<file path="src/rtl/meter_pkg.sv">
// Shared constants, FSM state encodings and the 7-segment decoder
// for the parking-meter display path.
package meter_pkg;

  // Largest time value the meter can show; anything above is clamped.
  localparam int          MAX_COUNT = 9999;
  localparam logic [13:0] MAX_BIN   = 14'(MAX_COUNT);

  // Number of multiplexed display digits.
  localparam int DIGITS = 4;

  // Default boundary for the slow "low time" blink.
  localparam int LOW_THRESH_DEFAULT = 180;

  // Conversion FSM encodings.
  localparam logic [1:0] IDLE = 2'd0;
  localparam logic [1:0] CONV = 2'd1;
  localparam logic [1:0] LOAD = 2'd2;

  // Active-low segment pattern {g,f,e,d,c,b,a}; non-decimal nibbles are blank.
  function automatic logic [6:0] seg_decode(input logic [3:0] digit);
    logic [6:0] pattern;
    case (digit)
      4'd0:    pattern = 7'h40;
      4'd1:    pattern = 7'h79;
      4'd2:    pattern = 7'h24;
      4'd3:    pattern = 7'h30;
      4'd4:    pattern = 7'h19;
      4'd5:    pattern = 7'h12;
      4'd6:    pattern = 7'h02;
      4'd7:    pattern = 7'h78;
      4'd8:    pattern = 7'h00;
      4'd9:    pattern = 7'h10;
      default: pattern = 7'h7F;
    endcase
    return pattern;
  endfunction

endpackage

</file>
<file path="src/rtl/meter_display_bin2bcd_seq.sv">
// Sequential double-dabble converter: one shift/adjust step per cycle,
// 14 steps for a 14-bit input, then a single LOAD cycle that flags the
// result as ready. The caller decides when to start via 'start'.
module bin2bcd_seq
  import meter_pkg::*;
(
  input  logic        clk,
  input  logic        reset,
  input  logic        start,
  input  logic [13:0] bin_in,
  output logic        busy,
  output logic        done,
  output logic [15:0] bcd,
  output logic [13:0] bin_out
);

  logic [1:0]  state;
  logic [3:0]  shift_cnt;
  logic [13:0] bin_shift;
  logic [13:0] bin_cap;
  logic [15:0] scratch;
  logic [15:0] scratch_adj;

  assign done    = (state == LOAD);
  assign bcd     = scratch;
  assign bin_out = bin_cap;

  // Add 3 to every BCD nibble that is 5 or more before the next shift.
  always_comb begin
    scratch_adj = scratch;
    for (int i = 0; i < DIGITS; i++) begin
      if (scratch[4*i +: 4] >= 4'd5) begin
        scratch_adj[4*i +: 4] = scratch[4*i +: 4] + 4'd3;
      end
    end
  end

  // Conversion FSM: capture in IDLE, shift 14 times in CONV, hand off in LOAD.
  always_ff @(posedge clk) begin
    if (reset) begin
      state     <= IDLE;
      shift_cnt <= '0;
      bin_shift <= '0;
      bin_cap   <= '0;
      scratch   <= '0;
      busy      <= 1'b0;
    end else begin
      case (state)
        IDLE: begin
          if (start) begin
            bin_cap   <= bin_in;
            bin_shift <= bin_in;
            scratch   <= '0;
            shift_cnt <= '0;
            busy      <= 1'b1;
            state     <= CONV;
          end
        end
        CONV: begin
          {scratch, bin_shift} <= {scratch_adj, bin_shift} << 1;
          shift_cnt            <= shift_cnt + 4'd1;
          if (shift_cnt == 4'd13) begin
            state <= LOAD;
          end
        end
        LOAD: begin
          busy  <= 1'b0;
          state <= IDLE;
        end
        default: begin
          busy  <= 1'b0;
          state <= IDLE;
        end
      endcase
    end
  end

endmodule

</file>
<file path="src/rtl/meter_display.sv">
// Parking-meter display: converts the binary seconds count to BCD,
// applies the low-time / expired blink rules and scans the four digits
// onto an active-low 7-segment display.
module meter_display
  import meter_pkg::*;
#(
  parameter int CLK_FREQ    = 100_000_000,
  parameter int REFRESH_DIV = 100_000,
  parameter int LOW_THRESH  = LOW_THRESH_DEFAULT
) (
  input  logic        clk,
  input  logic        reset,
  input  logic [13:0] bcount,
  output logic [3:0]  an,
  output logic [6:0]  seg,
  output logic        dp,
  output logic [15:0] bcd,
  output logic        busy
);

  localparam int HALF_SEC = CLK_FREQ / 2;
  localparam int HALF_W   = (HALF_SEC > 1) ? $clog2(HALF_SEC) : 1;
  localparam int SCAN_W   = (REFRESH_DIV > 1) ? $clog2(REFRESH_DIV) : 1;
  localparam logic [HALF_W-1:0] HALF_LAST = HALF_W'(HALF_SEC - 1);
  localparam logic [SCAN_W-1:0] SCAN_LAST = SCAN_W'(REFRESH_DIV - 1);
  localparam logic [13:0]       LOW_BIN   = 14'(LOW_THRESH);

  logic [13:0]       bcount_clamped;
  logic [13:0]       last_bin;
  logic              conv_start;
  logic              conv_done;
  logic [15:0]       conv_bcd;
  logic [13:0]       conv_bin;
  logic [HALF_W-1:0] half_cnt;
  logic [1:0]        phase;
  logic [SCAN_W-1:0] scan_cnt;
  logic [1:0]        digit_idx;
  logic [3:0]        nibble;
  logic              show;

  assign bcount_clamped = (bcount > MAX_BIN) ? MAX_BIN : bcount;
  assign conv_start     = (bcount_clamped != last_bin);
  assign dp             = 1'b1;

  bin2bcd_seq u_bin2bcd (
    .clk     (clk),
    .reset   (reset),
    .start   (conv_start),
    .bin_in  (bcount_clamped),
    .busy    (busy),
    .done    (conv_done),
    .bcd     (conv_bcd),
    .bin_out (conv_bin)
  );

  // Publish a finished conversion: displayed digits and their value move together.
  always_ff @(posedge clk) begin
    if (reset) begin
      bcd      <= '0;
      last_bin <= '0;
    end else if (conv_done) begin
      bcd      <= conv_bcd;
      last_bin <= conv_bin;
    end
  end

  // Half-second tick drives a free-running 2-bit blink phase.
  always_ff @(posedge clk) begin
    if (reset) begin
      half_cnt <= '0;
      phase    <= '0;
    end else if (half_cnt == HALF_LAST) begin
      half_cnt <= '0;
      phase    <= phase + 2'd1;
    end else begin
      half_cnt <= half_cnt + 1'b1;
    end
  end

  // Digit scan: hold each digit for REFRESH_DIV cycles, then move to the next.
  always_ff @(posedge clk) begin
    if (reset) begin
      scan_cnt  <= '0;
      digit_idx <= '0;
    end else if (scan_cnt == SCAN_LAST) begin
      scan_cnt  <= '0;
      digit_idx <= digit_idx + 2'd1;
    end else begin
      scan_cnt <= scan_cnt + 1'b1;
    end
  end

  // Blink rule from the displayed value: fast when expired, slow when low.
  always_comb begin
    show = 1'b1;
    if (last_bin == '0) begin
      show = ~phase[0];
    end else if (last_bin < LOW_BIN) begin
      show = ~phase[1];
    end
  end

  // Pick the nibble belonging to the digit currently being scanned.
  always_comb begin
    nibble = bcd[{digit_idx, 2'b00} +: 4];
  end

  // Register enable and segments together so they switch on the same edge.
  always_ff @(posedge clk) begin
    if (reset) begin
      an  <= 4'b1111;
      seg <= 7'h7F;
    end else if (show) begin
      an  <= ~(4'b0001 << digit_idx);
      seg <= seg_decode(nibble);
    end else begin
      an  <= 4'b1111;
      seg <= 7'h7F;
    end
  end

endmodule

</file>
<file path="config.mk">
export PLATFORM = sky130hd
export DESIGN_NAME = meter_display
export DESIGN_NICKNAME = d
export VERILOG_FILES = /design/src/rtl/meter_pkg.sv /design/src/rtl/meter_display_bin2bcd_seq.sv /design/src/rtl/meter_display.sv
export SDC_FILE = /design/constraint.sdc
export NUM_CORES = 1
export LEC_CHECK = 0
export ABC_CLOCK_PERIOD_IN_PS = 6100
export CAP_MARGIN = 20
export CORE_ASPECT_RATIO = 0.5
export CORE_MARGIN = 2
export CORE_UTILIZATION = 55
export CTS_CLUSTER_DIAMETER = 150
export DETAILED_ROUTE_END_ITERATION = 6
export PLACE_DENSITY = 0.75
export RECOVER_POWER = 25
export SLEW_MARGIN = 5
export SYNTH_ARGS = -nofsm -noshare
export SYNTH_HDL_FRONTEND = slang
export SYNTH_SLANG_ARGS = --single-unit
</file>
<file path="constraint.sdc">
create_clock -name clk -period 6.1 [get_ports clk]
set_clock_uncertainty 0.2 [all_clocks]
set_input_delay 0.915 -clock clk [delete_from_list [all_inputs] [get_ports clk]]
set_output_delay 0.915 -clock clk [all_outputs]
set_load 0.01 [all_outputs]
</file>
==> results.json, run 1 <==
{
  "status": "complete, no violations",
  "post_cts_buffers": 0,
  "netlist_instances": 777,
  "rsz0062_at_grt": "false",
  "synth.area.mux_share_pct": 5.04,
  "syn_nets": 814,
  "yosysWarnings": 0,
  "reg2regPathDepth": 6,
  "ir_drop_v": 0.000167,
  "routedWlPerCell_um": 14.1,
  "synth-simple-area-share_pct": 23.8,
  "reg2reg_from": "u_bin2bcd.state[1]",
  "cts_tree": "yes",
  "cts_made_buffers": 17,
  "crit_family": "compound AO/OA/AOI/OAI gates",
  "crit_type": "primary input to register",
  "timing.rr.end": "u_bin2bcd.bin_shift[2]",
  "end_kind": "register",
  "synth-xor-area-share_pct": 7.08,
  "leakage_nw": 2.73,
  "clockBufferDepth": 2,
  "drive_above_1_share_pct": 6.49,
  "power.density_nw_per_um2": 272,
  "fp.dieArea_um2": 12600,
  "grt_max_degree": 49,
  "diodes": 0,
  "holdBufCountCts": 0,
  "die_h_um": 80.5,
  "place_hpwl_um": 9250,
  "synth_seq_cells": 139,
  "synth_ff_type": "dfxtp_1",
  "synth_edf_count": 0,
  "fillCellCount": 908,
  "area.growth.synth_to_final_pct": 16.6,
  "finalPower_w": 0.00204,
  "dr.pass1.iters": 5,
  "coreArea_um2": 11200,
  "hold_class": "register to register",
  "drv_cap": 0,
  "min_from": "u_bin2bcd.bin_out[12]",
  "slowest_stage": "or4_1",
  "yosys.cell_types.count": 47,
  "port_buffers": 43,
  "syn-mean-instance-area_um2": 8.28,
  "cp.arrival_ps": 4370,
  "avgViaCountPerCell": 5.53,
  "path_buf_inv": 2,
  "nNetsFinal": 842,
  "drtIter0Drc": 378,
  "drt-total-wl_um": 13800,
  "synth_top_family_by_area": "simple AND/OR/NAND/NOR gates",
  "synthesis.area_um2": 6430,
  "fmax_ghz": 0.236,
  "grt_pass1_vias": 5028,
  "relSlewSlack_pct": 21.8,
  "clk_pin_slew_ps": 60,
  "whs_path_depth": 2,
  "crit_start": "bcount[7]",
  "antenna_found_initial": 0,
  "path_cells": "clkdlybuf4s50_1, or4_1, a21o_1, nor4b_2, o22ai_1, o311ai_4, buf_4, mux2_2, a21oi_1",
  "root_buffer": "clkbuf_16",
  "dr_total_vias": 5396,
  "setup_viol": 0,
  "drcViolationCount": 0,
  "htree_levels": 4,
  "mostFrequentLayoutCell": "dfxtp_1",
  "final-hold-violation-count": 0,
  "clock-sinks": 139,
  "ant_nets": 0,
  "grt_pass1_wl_um": 23800,
  "max_stage_delay_ps": 570,
  "synth-async-reset-ratio_pct": 0,
  "synth_compound_area_share_pct": 12.5,
  "yosysSeqAreaShare_pct": 43.3,
  "final_cell_mix": "dfxtp_1 (139), nand2_1 (120), nor2_1 (86)",
  "grt_usage_pct": 23.7,
  "insertion_delay_ps": 410,
  "cp_max_fo": 36,
  "grt_overflow": 0,
  "holdPathEnd": "last_bin[12]",
  "worstSetupStartpointType": "primary input",
  "rows": 27,
  "io_pins": 45,
  "start_util_pct": 57.5,
  "r2r_setup_slack_ps": 2970,
  "fin_crit_ps": 4230,
  "required_ps": 6240,
  "globalplace.congestion": 0.850,
  "fp.dieW_um": 157,
  "fin_setup_tns_ps": 0,
  "tightest_slew_ps": 1170,
  "synthAdderAreaFrac_pct": 4.09,
  "cts_resized": 0,
  "maxSlewViolCount": 0,
  "min_period_over_period_pct": 69.4
}
-- sequential cells by signal, indices dropped and copies added, names as in the netlist --
register and flops:
half_cnt 26, scan_cnt 17, bcd 16, u_bin2bcd.bcd 16
last_bin 14, u_bin2bcd.bin_out 14, u_bin2bcd.bin_shift 14, seg 7
an 4, u_bin2bcd.shift_cnt 4, digit_idx 2, phase 2
u_bin2bcd.state 2, u_bin2bcd.busy 1
-- cells in the mapped netlist, types with 2 or more instances --
cell / n / area (um^2)
mux2i_1: 20 / 200
nor4_1: 5 / 31.3
o22ai_1: 12 / 75.1
clkbuf_1: 34 / 128
nand4_1: 10 / 62.6
o21ai_0: 22 / 110
dfxtp_1: 139 / 2780
inv_1: 26 / 97.6
xnor2_1: 22 / 193
nor3_1: 19 / 95.1
or2_2: 7 / 43.8
nand2_1: 120 / 450
or4_1: 2 / 15.0
o21a_1: 2 / 15.0
nand3_1: 43 / 215
a211oi_1: 15 / 113
xor2_1: 30 / 263
buf_4: 2 / 15.0
and4_1: 3 / 26.3
a31oi_1: 10 / 62.6
a21oi_1: 65 / 325
buf_2: 3 / 15.0
nand2b_1: 10 / 62.6
mux2_2: 3 / 33.8
nor2_1: 86 / 323
o211a_1: 2 / 20.0
nor2b_1: 7 / 43.8
ha_1: 21 / 263
and3_1: 9 / 56.3
mux4_2: 4 / 90.1
or3_1: 8 / 50.1
-- worst max-delay path by stage --
stage	cells past startpoint	slack [ps]	end
after floorplan	8	2750	u_bin2bcd.shift_cnt[3]
after global placement	9	1590	u_bin2bcd.bin_shift[2]
after detailed placement	9	1490	u_bin2bcd.bin_shift[2]
after CTS	9	1920	u_bin2bcd.bin_shift[2]
after global routing	9	1700	u_bin2bcd.bin_shift[2]
final	9	1870	u_bin2bcd.bin_shift[2]
-- area by class of cell --
| type | instances | area (um^2) | share of cell area, % |
|---|---|---|---|
| tap | 159 | 199 | 2.65 |
| sequential | 139 | 2780 | 37.1 |
| clock buffer | 18 | 429 | 5.72 |
| inverter | 26 | 97.6 | 1.30 |
| multi-input combinational | 571 | 3380 | 45.1 |
| timing repair buffer | 50 | 482 | 6.43 |
| clock inverter | 13 | 129 | 1.72 |
-- report_power, final --
part	total [W]	switching (W)	internal, W
registers	0.000947	0.0000150	0.000932
logic	0.000120	0.0000725	0.0000479
clock network	0.000975	0.000381	0.000594
-- cells by family after synthesis --
group	after synthesis
xor gates and xnor gates	52
AOI/OAI and AO/OA	135
adders and majority gates	21
DFF	139
buffers and inverters	67
other	1
and+or+nand+nor	335
muxes	27
-- worst min-delay path, delay by kind of cell, from the launching register on --
kind / cells / cell delay (ps)
compound gates: 1 / 50
simple gates: 1 / 50
flops: 1 / 310
-- per-stage QoR --
step | instances | setup slack (ps) | util (%) | area (um^2) | hold slack [ps]
detailed placement | 944 | 1490 | 62.0 | 6930 | 250
finish | 976 | 1870 | 67.0 | 7500 | 251
global placement | 944 | 1590 | 62.0 | 6930 | 240
global route | 976 | 1700 | 67.0 | 7500 | 280
floorplan | 777 | 2750 | - | 6430 | 226
CTS | 975 | 1920 | 67.0 | 7490 | 256
-- routing by layer --
metal | part of all wire (%) | GRT usage, %
met2 | 43 | 37.5
met3 | 5.3 | 5.72
met1 | 50 | 31.8
met5 | 0 | 0
met4 | 1.4 | 8.07
Power figures use the tool's default switching activity.
==> run 2, diff against run 1 <==
Settings changed: ABC_CLOCK_PERIOD_IN_PS 6100 to 3500, CORE_UTILIZATION 55 to 53, PLACE_DENSITY 0.75 to 0.76.
Clock period 6.1 ns to 3.5 ns, I/O delays scaled along.
==> results.json, run 2 (synthesized netlist as in run 1, its figures left out) <==
{
  "drt-total-wl_um": 14100,
  "fin_crit_ps": 3210,
  "largest_register_ffs": 26,
  "coreArea_um2": 11800,
  "ir_drop_v": 0.000248,
  "grt_overflow": 0,
  "crit_family": "compound AO/OA/AOI/OAI gates",
  "reg2reg_from": "half_cnt[0]",
  "mostFrequentLayoutCell": "dfxtp_1",
  "crit_type": "primary input to register",
  "cts_tree": "yes",
  "grt_usage_pct": 22.3,
  "end_kind": "register",
  "nNetsFinal": 857,
  "cts_resized": 0,
  "drive_above_1_share_pct": 8.41,
  "min_period_over_period_pct": 91.8,
  "ant_nets": 0,
  "power.density_nw_per_um2": 487,
  "drcViolationCount": 0,
  "antenna_found_initial": 0,
  "cp_max_fo": 16,
  "die_h_um": 81.9,
  "slowest_stage": "or4_1",
  "place_hpwl_um": 9380,
  "root_buffer": "clkbuf_16",
  "violations": "capacitance limit, slew limit",
  "tightest_slew_ps": 1500,
  "whs_ps": 250,
  "grt_max_degree": 58,
  "wl_met3_um": 582,
  "routedWlPerCell_um": 14.2,
  "holdPathEnd": "last_bin[12]",
  "setup_viol": 0,
  "required_ps": 3620,
  "whs_path_depth": 2,
  "clk_pin_slew_ps": 60,
  "dr.pass1.iters": 4,
  "top_regs": "half_cnt x26, scan_cnt x17",
  "io_pins": 45,
  "r2r_setup_slack_ps": 810,
  "cts_made_buffers": 17,
  "instances_no_fill": 997,
  "fp.dieW_um": 160,
  "grt_pass1_vias": 5073,
  "drtIter0Drc": 364,
  "max_stage_delay_ps": 540,
  "globalplace.congestion": 0.918,
  "fp.dieArea_um2": 13100,
  "rsz0062_at_grt": "false",
  "highest_layer": "met4",
  "dr_total_vias": 5465,
  "avgViaCountPerCell": 5.48,
  "post_cts_buffers": 0,
  "min_from": "u_bin2bcd.bin_out[12]",
  "insertion_delay_ps": 410,
  "rows": 28,
  "worstSetupStartpointType": "primary input",
  "htree_levels": 4,
  "top_register": "half_cnt",
  "port_buffers": 43,
  "clockBufferDepth": 2,
  "dr_wl_met2_um": 6490,
  "cp.arrival_ps": 3340,
  "area.growth.synth_to_final_pct": 19.7,
  "met1Wirelength_um": 6890,
  "clock-sinks": 139,
  "status": "finished with violations",
  "path_buf_inv": 2,
  "timing.rr.end": "half_cnt[11]",
  "final_cell_mix": "dfxtp_1 (139), nand2_1 (120), nor2_1 (85)",
  "start_util_pct": 54.3,
  "leakage_nw": 2.88,
  "relSlewSlack_pct": -0.322,
  "path_cells": "clkdlybuf4s50_1, or4_1, a21o_1, nor4b_2, o22ai_1, o311ai_4, buf_4, mux2_2, a21oi_1",
  "dp.cells": 966,
  "maxSlewViolCount": 33,
  "reg2regPathDepth": 7,
  "holdBufCountCts": 0,
  "diodes": 0,
  "drv_cap": 1,
  "fmax_ghz": 0.311,
  "finalPower_w": 0.00375,
  "hold_class": "register to register",
  "final-hold-violation-count": 0,
  "grt_pass1_wl_um": 23600
}
==> run 2: changes by cell type in the layout (fill, tap and decap cells not counted), sizes merged <==
cell           delta
dlygate4sd3      +20
bufinv            +1
clkbuf            +5
clkdlybuf4s50    -20
clkinvlp          +2
clkinv            -6
buf              +13
==> run 2: tightest hold or removal path, stage by stage, from the launching register on <==
cell,delay [ps]
dfxtp_1,310
nand2_1,50
a21oi_1,50
==> run 2: worst max-delay path by stage <==
stage	startpoint	end	depth (start not counted)
2_1_floorplan	bcount[6]	u_bin2bcd.shift_cnt[3]	8
3_3_place_gp	bcount[7]	u_bin2bcd.bin_shift[2]	9
3_5_place_dp	bcount[7]	u_bin2bcd.bin_shift[2]	9
4_1_cts	bcount[7]	u_bin2bcd.bin_shift[2]	9
5_1_grt	bcount[7]	u_bin2bcd.bin_shift[2]	9
6_report	bcount[7]	u_bin2bcd.bin_shift[2]	9
==> run 2: layout make-up <==
| type | count | area (um^2) |
|---|---|---|
| clock buffer | 21 | 480 |
| clock inverter | 10 | 140 |
| fill | 998 | 4150 |
| inverter | 26 | 97.6 |
| multi-input combinational | 571 | 3380 |
| sequential | 139 | 2780 |
| tap | 165 | 206 |
| timing repair buffer | 65 | 608 |
==> run 2: layer usage <==
| layer | GRT usage (%) | vias to the layer above |
|---|---|---|
| met5 | 0 | - |
| met3 | 4.04 | 20 |
| met2 | 37.2 | 121 |
| met1 | 29.1 | 2578 |
| met4 | 9.28 | 0 |
| li1 | - | 2746 |
==> run 2: per-stage QoR <==
stage               util, %  TNS [ps]  setup WS, ps  cell area (um^2)
floorplan                 -         0           543              6430
global placement       59.8     -58.0         -29.0              7080
detailed placement     59.8      -211         -88.1              7080
CTS                    65.1         0           322              7700
global route           65.0         0           139              7700
finish                 65.0         0           286              7700
==> run 2: power breakdown <==
| part | total (W) | internal, W | switching [W] |
|---|---|---|---|
| sequential | 0.00165 | 0.00162 | 0.0000256 |
| clock | 0.00187 | 0.00119 | 0.000675 |
| combinational | 0.000230 | 0.000101 | 0.000129 |
| total | 0.00375 | 0.00292 | 0.000830 |
